$ cat src/rtl/seq_div.sv
// Unsigned restoring divider producing one quotient bit per clock, MSB first.
// It uses the same start/valid/busy handshake as the sequential multiplier.
module seq_div #(
  parameter int N = 4
) (
  input  logic         clk,
  input  logic         rst,
  input  logic [N-1:0] dividend,
  input  logic [N-1:0] divisor,
  input  logic         start,
  output logic [N-1:0] quotient,
  output logic [N-1:0] remainder,
  output logic         valid,
  output logic         busy,
  output logic         div_zero
);

  localparam int CW = $clog2(N);

  typedef enum logic [1:0] {IDLE, CALC, DONE} state_t;

  state_t          state, state_nxt;
  logic [N-1:0]    q, r, dsr;
  logic [CW-1:0]   cnt;
  logic [N:0]      shifted, t;
  logic [N-1:0]    q_nxt, r_nxt;
  logic            last;

  // A trial subtraction that goes negative restores the shifted partial remainder.
  always_comb begin
    shifted = {r, q[N-1]};
    t       = shifted - {1'b0, dsr};
    r_nxt   = t[N] ? shifted[N-1:0] : t[N-1:0];
    q_nxt   = {q[N-2:0], ~t[N]};
    last    = (cnt == CW'(N-1));
  end

  always_ff @(posedge clk) begin
    if (rst) state <= IDLE;
    else     state <= state_nxt;
  end

  always_comb begin
    state_nxt = state;
    case (state)
      IDLE:    if (start) state_nxt = (divisor == '0) ? DONE : CALC;
      CALC:    if (last)  state_nxt = DONE;
      DONE:    state_nxt = IDLE;
      default: state_nxt = IDLE;
    endcase
  end

  always_comb begin
    busy  = (state != IDLE);
    valid = (state == DONE);
  end

  always_ff @(posedge clk) begin
    if (rst) begin
      q         <= '0;
      r         <= '0;
      dsr       <= '0;
      cnt       <= '0;
      quotient  <= '0;
      remainder <= '0;
      div_zero  <= 1'b0;
    end else begin
      case (state)
        IDLE: if (start) begin
          q   <= dividend;
          r   <= '0;
          dsr <= divisor;
          cnt <= '0;
          // A zero divisor skips CALC and reports saturated quotient immediately.
          if (divisor == '0) begin
            quotient  <= '1;
            remainder <= dividend;
            div_zero  <= 1'b1;
          end
        end
        CALC: begin
          q   <= q_nxt;
          r   <= r_nxt;
          cnt <= cnt + 1'b1;
          if (last) begin
            quotient  <= q_nxt;
            remainder <= r_nxt;
            div_zero  <= 1'b0;
          end
        end
        default: ;
      endcase
    end
  end

endmodule

$ cat config.mk
export PLATFORM = sky130hd
export DESIGN_NAME = seq_div
export DESIGN_NICKNAME = d
export VERILOG_FILES = /design/src/rtl/seq_div.sv
export SDC_FILE = /design/constraint.sdc
export NUM_CORES = 1
export LEC_CHECK = 0
export ABC_AREA = 1
export CAP_MARGIN = 20
export CORE_AREA = 2 2 61 48
export CTS_BUF_LIST = sky130_fd_sc_hd__clkbuf_8
export DETAILED_ROUTE_END_ITERATION = 8
export DIE_AREA = 0 0 63 50
export GPL_TIMING_DRIVEN = 0
export PLACE_DENSITY = 0.84
export SYNTH_ARGS = -nofsm -noshare
export SYNTH_HDL_FRONTEND = slang
export SYNTH_SLANG_ARGS = --single-unit
$ cat constraint.sdc
create_clock -name clk -period 2.4 [get_ports clk]
set_clock_uncertainty 0.1 [all_clocks]
set_input_delay 0.48 -clock clk [delete_from_list [all_inputs] [get_ports clk]]
set_output_delay 0.48 -clock clk [all_outputs]
set_load 0.05 [all_outputs]
==> out/metrics.sh, run 1 <==
STATUS='finished, final reports clean'
DP.CELLS=248
NUM_ROWS=16
PLACE_HPWL_UM=2150
POST_LAYOUT_NONFILLER_INSTANCES=252
SYNTHESIS.AREA_UM2=1350
NUMBER_OF_BUFFERS_AND_INVERTERS_ON_THE_CRITICAL_PATH=2
LARGEST_STAGE_DELAY_ON_THE_CRITICAL_PATH_NS=0.79
HOLD_PATH.CLASS='flip-flop to flip-flop'
WORST_PIN_SLEW_NS=0.517
WORST_PATH_MAX_DELAY_CELL='sky130_fd_sc_hd__clkdlybuf4s50_1'
CRITICAL-PATH-TOP-DELAY-FAMILY='buffers and inverters'
SYNTH_AREA_PER_CELL_UM2=7.05
FP.DIEAREA_UM2=3150
POSTSYNTHCELLCOUNT=191
CRIT-REG2REG-LAUNCH='q[3]'
AREA_OF_COMBINATIONAL_CELLS_WITH_MULTIPLE_INPUTS_UM2=673
POSTCTSSETUPBUFFERS=0
SYNTHDISTINCTLIBCELLS=23
CTS_HOLD_BUF=0
CTS.CLK_SLEW.WORST_PATHS_NS=0.10
REG2REG_SLACK_NS=0.40
DESIGN.PORTCOUNT=22
SLEW_HEADROOM=0.654
DRIVE_GT1_FRAC=0.120
AVGVIACOUNTPERCELL=4.94
VIA_COUNT_OF_THE_FIRST_GLOBAL_ROUTING_PASS=1182
TIMING.FINAL.SETUP_VIOLATIONS=0
GRT_ANTENNA_BEFORE_REPAIR=0
P_PER_AREA_nW_PER_UM2=729
UNREPAIRED_SETUP_ENDPOINTS_AFTER_GLOBAL_ROUTING='no'
YS_TOP_CELLS_BY_AREA='sky130_fd_sc_hd__dfxtp_1, sky130_fd_sc_hd__nand2_1, sky130_fd_sc_hd__inv_1, sky130_fd_sc_hd__nand3_1, sky130_fd_sc_hd__nor2_1'
WORST_R2R_ENDPOINT='r[0]'
INSERTEDDIODECOUNT=0
PATH_CELLS='nor2_1 -> inv_1 -> clkdlybuf4s50_1'
SETUP_TOTAL_NEGATIVE_SLACK_NS=0
INITIAL_UTILIZATION=0.530
SYNTH_ASYNC_SR_FLOP_SHARE=0
FIRST_PASS_GRT_WIRE_LENGTH_UM=5030
NETLIST_TOP_CELLS_COUNT='sky130_fd_sc_hd__nand2_1, sky130_fd_sc_hd__inv_1, sky130_fd_sc_hd__dfxtp_1'
POST-ROUTE-MIN-PERIOD_NS=2.19
IO_BUFFER_COUNT=21
CP-END-KIND='primary output'
ROUTEDWLPERCELL_UM=11.3
GRTUSAGETOTAL=0.202
H_TREE_LVL_COUNT=1
CORE-AREA_UM2=2540
REMAINING_ROUTING_DRC_VIOLATIONS=0
CTS.SINK_COUNT=25
FINAL_ANTENNA_NET_COUNT=0
FIN_NETS=234
DIEWIDTH_UM=63
TOTALWIRELENGTH_UM=2850
ROOT_BUFFER='sky130_fd_sc_hd__clkbuf_8'
SEQUENTIAL_CELL_AREA_UM2=500
CRITICAL_PATH_TYPE='flip-flop to primary output'
TOTAL_LEAKAGE_POWER_uW=0.000783
NUM_VIAS=1245
CTS_MAX_PATH_BUFFERS=2
DETAIL_ROUTE.ITER0.VIOLATIONS=115
MAXCAPVIOLATIONS=0
CTS_TREE='done'
FMAX_MHz=457
AREAGROWTHSYNTHTOFINISH_PCT=22.7
TIMING.CRITICAL_PATH.FROM_TYPE='flip-flop'
WORST_IR_DROP_VDD_mV=0.376
CTS_RESIZED=0
DIE_H_UM=50
PIN_COUNT_OF_THE_BIGGEST_NET_ENTERING_GLOBAL_ROUTING=17
YOSYSMOSTFREQUENTCELL='sky130_fd_sc_hd__nand2_1'
TIMING.HOLD.WORST_PATH_DEPTH=2
HP-START='dsr[0]'
GP_ROUTABILITY_CONGESTION=0.795
NUMCTSBUFFERS=3
CRIT_ARRIVAL_NS=1.61
FINAL_MAX_SLEW_VIOL_COUNT=0
YS_FF_LATCH=25
POST-SYNTH-TOP-AREA-CELL='sky130_fd_sc_hd__dfxtp_1'
DRT-PASS1-ITER-COUNT=4
CRIT_REQUIRED_NS=1.82
POST-SYNTH-TOP-AREA-FRACTION=0.372
TIMING.FINAL.CRIT_SHARE=0.912
HOLD_VIOL=0
WORST_SKEW_PAIR.LATE_LATENCY_NS=0.28
SEQ_AREA_FRAC_SYNTH=0.372
R2R_CELLS=12
GRT_REMAINING_OVERFLOW=0
CRITPATHMAXFANOUT=4
WHS_ENDPOINT='dsr[0]'
NFILLCELLS=254
YOSYS_MOST_USED_DFF='sky130_fd_sc_hd__dfxtp_1'
NETS_IN_THE_SYNTHESIZED_NETLIST=208
SYNTH-EDFF-COUNT=0
YOSYSWARNINGS=0
-- routing by layer --
metal	track usage	vias up	wire length [um]
met5	0	-	0
met4	0.0519	0	42
met3	0.0571	6	141
met2	0.323	32	1260
met1	0.269	552	1400
li1	-	655	-
-- worst min-delay path, cell delays in order, from the launching register on --
cell and delay, ns:
sky130_fd_sc_hd__dfxtp_1 0.32, sky130_fd_sc_hd__nand2_1 0.06, sky130_fd_sc_hd__a21oi_1 0.05
-- through the flow --
stage,worst slack (ns),hold WS (ns),utilization,power [uW],cell area (um^2)
floorplan,0.643,0.329,-,821,1350
global placement,0.461,0.347,0.630,930,1600
detailed placement,0.430,0.361,0.630,941,1600
CTS,0.210,0.379,0.650,1210,1650
global route,0.122,0.397,0.650,1290,1650
finish,0.211,0.376,0.650,1200,1650
-- cell families after synthesis --
kind of cell	Yosys count	synth area share
AND/OR/NAND/NOR	93	0.322
buffers and inverters	38	0.128
AO/OA/AOI/OAI	28	0.111
flip-flops	25	0.372
adder cells (fa/ha/maj)	6	0.0613
XOR/XNOR	1	0.00651
-- layout by cell type, fill, tap and decap left out --
cell type | netlist | routed
sky130_fd_sc_hd__a21oi_1 | 11 | 11
sky130_fd_sc_hd__a21oi_2 | 1 | 1
sky130_fd_sc_hd__a31oi_1 | 4 | 4
sky130_fd_sc_hd__buf_2 | 1 | 1
sky130_fd_sc_hd__buf_6 | 3 | 3
sky130_fd_sc_hd__clkbuf_1 | 1 | 1
sky130_fd_sc_hd__clkbuf_2 | 1 | 1
sky130_fd_sc_hd__clkbuf_8 | 0 | 3
sky130_fd_sc_hd__clkdlybuf4s50_1 | 0 | 21
sky130_fd_sc_hd__dfxtp_1 | 25 | 25
sky130_fd_sc_hd__fa_1 | 1 | 1
sky130_fd_sc_hd__ha_1 | 5 | 5
sky130_fd_sc_hd__inv_1 | 29 | 29
sky130_fd_sc_hd__inv_2 | 2 | 2
sky130_fd_sc_hd__inv_6 | 1 | 2
sky130_fd_sc_hd__nand2_1 | 34 | 34
sky130_fd_sc_hd__nand2_2 | 4 | 4
sky130_fd_sc_hd__nand3_1 | 19 | 19
sky130_fd_sc_hd__nand3_2 | 5 | 5
sky130_fd_sc_hd__nor2_1 | 23 | 23
sky130_fd_sc_hd__nor2_2 | 4 | 4
sky130_fd_sc_hd__nor3_1 | 1 | 1
sky130_fd_sc_hd__o21ai_0 | 12 | 12
sky130_fd_sc_hd__or2_0 | 3 | 3
sky130_fd_sc_hd__xnor2_1 | 1 | 1
-- worst max-delay path by stage --
stage	start	end	depth (start not counted)
after floorplan	q[3]	r[3]	11
after global placement	q[3]	remainder[1]	11
after detailed placement	q[3]	remainder[1]	11
after CTS	state[0]	busy	3
after global routing	state[0]	busy	3
final	state[0]	busy	3
-- sequential cells by signal, indices dropped and copies added, names as in the netlist --
| signal | cells |
|---|---|
| div_zero | 1 |
| cnt | 2 |
| q | 4 |
| quotient | 4 |
| r | 4 |
| state | 2 |
| remainder | 4 |
| dsr | 4 |
-- cell type report --
class,count,area share
inverter,32,0.0758
buffer,6,0.0288
multi-input combinational,128,0.408
timing repair buffer,21,0.127
clock buffer,3,0.0250
tap,36,0.0273
sequential,25,0.303
clock inverter,1,0.00530
-- power by group --
group / switching (uW) / internal [uW]
combinational: 285 / 159
sequential: 29.2 / 462
clock: 148 / 122
total: 462 / 742
Power figures use the tool's default switching activity.
==> run 2: changes to the inputs <==
--- a/config.mk
+++ b/config.mk
@@ -7,12 +7,14 @@
 export LEC_CHECK = 0
 export ABC_AREA = 1
 export CAP_MARGIN = 20
-export CORE_AREA = 2 2 61 48
+export CELL_PAD_IN_SITES_DETAIL_PLACEMENT = 2
+export CELL_PAD_IN_SITES_GLOBAL_PLACEMENT = 2
+export CORE_AREA = 2 2 81 64
 export CTS_BUF_LIST = sky130_fd_sc_hd__clkbuf_8
 export DETAILED_ROUTE_END_ITERATION = 8
-export DIE_AREA = 0 0 63 50
+export DIE_AREA = 0 0 83 66
 export GPL_TIMING_DRIVEN = 0
-export PLACE_DENSITY = 0.84
+export PLACE_DENSITY = 0.83
 export SYNTH_ARGS = -nofsm -noshare
 export SYNTH_HDL_FRONTEND = slang
 export SYNTH_SLANG_ARGS = --single-unit
==> run 2 against run 1 <==
Critical path depth unchanged. Register-to-register slack got worse by 0.09 ns. First-iteration DRC count decreased by 70%. Final area increased by 1.8%. Maximum frequency about the same. Cell count increased by 9.5%. Routed wire length increased by 35%. Power increased by 2.2%. Worst hold slack improved by 0.0049 ns. Sequential power about the same. Utilization decreased by 29 points. Largest power group unchanged. Highest routed layer unchanged.
==> out/metrics.sh, run 2 (synthesized netlist as in run 1, its figures left out) <==
DIEWIDTH_UM=83  # +32%
REG2REG_SLACK_NS=0.31  # -0.09 ns
CRITICAL_PATH_TYPE='flip-flop to primary output'
POST_LAYOUT_NONFILLER_INSTANCES=276  # +9.5%
CELL_INTERNAL_PWR_uW=744  # +0.18%
NUMCTSBUFFERS=3  # unchanged
PIN_COUNT_OF_THE_BIGGEST_NET_ENTERING_GLOBAL_ROUTING=17  # unchanged
CRIT_ARRIVAL_NS=1.61  # about the same
CTS.SINK_COUNT=25  # unchanged
NUM_ROWS=22  # +6
POWER.SHARE.CLOCK=0.226  # +0.002
POST-ROUTE-MIN-PERIOD_NS=2.19  # +0.00164 ns
CRITPATHLAUNCH='state[0]'
TIMING.CRITICAL_PATH.FROM_TYPE='flip-flop'
GP_ROUTABILITY_CONGESTION=0.741  # -6.8%
ROOT_BUFFER='sky130_fd_sc_hd__clkbuf_8'
DIE_H_UM=66  # +32%
CRIT-REG2REG-LAUNCH='q[3]'
FMAX_MHz=456  # about the same
MAXCAPVIOLATIONS=0  # unchanged
AREAGROWTHSYNTHTOFINISH_PCT=24.9
LAYOUT_COMMONEST_CELL='sky130_fd_sc_hd__nand2_1'
ROUTEDWLPERCELL_UM=13.9  # +23%
DRIVE_GT1_FRAC=0.120  # unchanged
SLEW_HEADROOM=0.640  # -0.0142
HOLD_VIOL=0  # unchanged
FIRST_PASS_GRT_WIRE_LENGTH_UM=6770  # +35%
WORST_R2R_ENDPOINT='r[2]'
GRT_ANTENNA_BEFORE_REPAIR=0  # unchanged
CTS_RESIZED=0  # unchanged
POWER_uW=1230  # +2.2%
GRTUSAGETOTAL=0.154  # -0.0481
SETUP_TOTAL_NEGATIVE_SLACK_NS=0  # unchanged
GRT_REMAINING_OVERFLOW=0  # unchanged
H_TREE_LVL_COUNT=1  # unchanged
POWER.SHARE.COMBINATIONAL=0.374  # +0.006
DETAIL_ROUTE.ITER0.VIOLATIONS=35  # -70%
CRITICAL_PATH_DEPTH=3  # unchanged
TOTAL_LEAKAGE_POWER_uW=0.000783  # unchanged
FIN_NETS=234  # unchanged
VIA_COUNT_OF_THE_FIRST_GLOBAL_ROUTING_PASS=1395  # +18%
PLACE_HPWL_UM=3090  # +43%
CRIT_END='busy'
FINAL_CELL_MIX='sky130_fd_sc_hd__nand2_1, sky130_fd_sc_hd__inv_1, sky130_fd_sc_hd__dfxtp_1, sky130_fd_sc_hd__nor2_1, sky130_fd_sc_hd__clkdlybuf4s50_1'
DESIGN.PORTCOUNT=22  # unchanged
P_PER_AREA_nW_PER_UM2=732  # +0.39%
POWER.NET_SWITCHING_uW=488  # +5.5%
WORST_PIN_SLEW_NS=0.540  # +0.0230 ns
DRT-PASS1-ITER-COUNT=2  # -2
DP.CELLS=272  # +9.7%
CORE-AREA_UM2=4710  # +85%
NFILLCELLS=563  # +120%
HP-START='cnt[0]'
POWER.SWITCHING_FRACTION=0.396  # +0.0123
NUM_VIAS=1311  # +5.3%
CTS_MAX_PATH_BUFFERS=2  # unchanged
REMAINING_ROUTING_DRC_VIOLATIONS=0  # unchanged
CTS.CLK_SLEW.WORST_PATHS_NS=0.11  # about the same
IO_BUFFER_COUNT=21  # unchanged
CRITICAL-PATH-TOP-DELAY-FAMILY='buffers and inverters'
CTS_TREE='done'
UNREPAIRED_SETUP_ENDPOINTS_AFTER_GLOBAL_ROUTING='no'
CRITPATHMAXFANOUT=4  # unchanged
INSERTEDDIODECOUNT=0  # unchanged
SEQUENTIALPOWERSHARE=0.401  # -0.007
WORST_IR_DROP_VDD_mV=0.233  # -38%
POSTCTSSETUPBUFFERS=0  # unchanged
TOP_USAGE_LAYER='met2'
FINAL_MAX_SLEW_VIOL_COUNT=0  # unchanged
NUMBER_OF_BUFFERS_AND_INVERTERS_ON_THE_CRITICAL_PATH=2  # unchanged
STATUS='finished, final reports clean'
FINISH.UTILIZATION=0.357  # -0.292
WORST_PATH_MAX_DELAY_CELL='sky130_fd_sc_hd__clkdlybuf4s50_1'
FINAL_ANTENNA_NET_COUNT=0  # unchanged
HOLD_PATH.CLASS='flip-flop to flip-flop'
TIMING.FINAL.SETUP_VIOLATIONS=0  # unchanged
TOTALWIRELENGTH_UM=3840  # +35%
WORST_SKEW_PAIR.LATE_LATENCY_NS=0.28  # about the same
GROUTE.LAYER.MET3.USAGE=0.0300  # -0.0271
R2R_CELLS=12  # unchanged
PATH_CELLS='nor2_1 -> inv_1 -> clkdlybuf4s50_1'
CTS_HOLD_BUF=0  # unchanged
HOLD_WS_NS=0.381  # +0.00493 ns
AVGVIACOUNTPERCELL=4.75  # -3.9%
CRIT_REQUIRED_NS=1.82  # about the same
GLOBALROUTEMET2UTIL=0.275  # -0.0475
TIMING.FINAL.CRIT_SHARE=0.913  # about the same
CP-END-KIND='primary output'
LARGEST_STAGE_DELAY_ON_THE_CRITICAL_PATH_NS=0.79  # about the same
GRT.MET1_USAGE=0.196  # -0.0736
INITIAL_UTILIZATION=0.286  # -0.244
FP.DIEAREA_UM2=5480  # +74%
## run 2: area by class of cell
| class | instances | area, um^2 | area share |
|---|---|---|---|
| plain buffers | 6 | 47.5 | 0.0283 |
| clock buffers | 3 | 41.3 | 0.0246 |
| clock inverters | 1 | 8.76 | 0.00521 |
| inverters | 32 | 125 | 0.0744 |
| multi-input cells | 128 | 673 | 0.400 |
| flip-flops and latches | 25 | 500 | 0.298 |
| well taps | 60 | 75.1 | 0.0446 |
| repair buffers | 21 | 210 | 0.125 |
## run 2: worst min path at each step
stage	to	depth (start not counted)
floorplan	cnt[0]	1
global placement	cnt[0]	1
detailed placement	cnt[0]	1
CTS	cnt[0]	1
global route	div_zero	2
finish	cnt[0]	1
## run 2: layer usage
metal / up-vias / share of wire
li1: 654 / -
met1: 636 / 0.48
met2: 17 / 0.49
met3: 4 / 0.025
met4: 0 / 0.0052
met5: - / 0
## run 2: stage by stage
step / setup slack [ns] / instance area, um^2
final: 0.209 / 1680
after global routing: 0.126 / 1680
after CTS: 0.186 / 1680
after detailed placement: 0.354 / 1630
after global placement: 0.417 / 1630
after floorplan: 0.643 / 1350
## run 2: worst reg2reg max path: stages (launching register included)
cell and delay [ns]:
sky130_fd_sc_hd__dfxtp_1 0.38, sky130_fd_sc_hd__inv_1 0.06, sky130_fd_sc_hd__ha_1 0.23, sky130_fd_sc_hd__fa_1 0.43, sky130_fd_sc_hd__inv_1 0.10, sky130_fd_sc_hd__nand2_1 0.06
sky130_fd_sc_hd__nand2_1 0.08, sky130_fd_sc_hd__nand3_1 0.09, sky130_fd_sc_hd__nand2_2 0.16, sky130_fd_sc_hd__nand3_1 0.13, sky130_fd_sc_hd__nand3_1 0.10, sky130_fd_sc_hd__nand2_1 0.06
sky130_fd_sc_hd__inv_1 0.06
## run 2: power by group through the flow
stage	clock [uW]	combinational, uW	sequential [uW]
floorplan	0	259	562
global placement	0	448	500
detailed placement	0	464	503
CTS	285	467	494
global route	303	514	501
finish	278	460	493
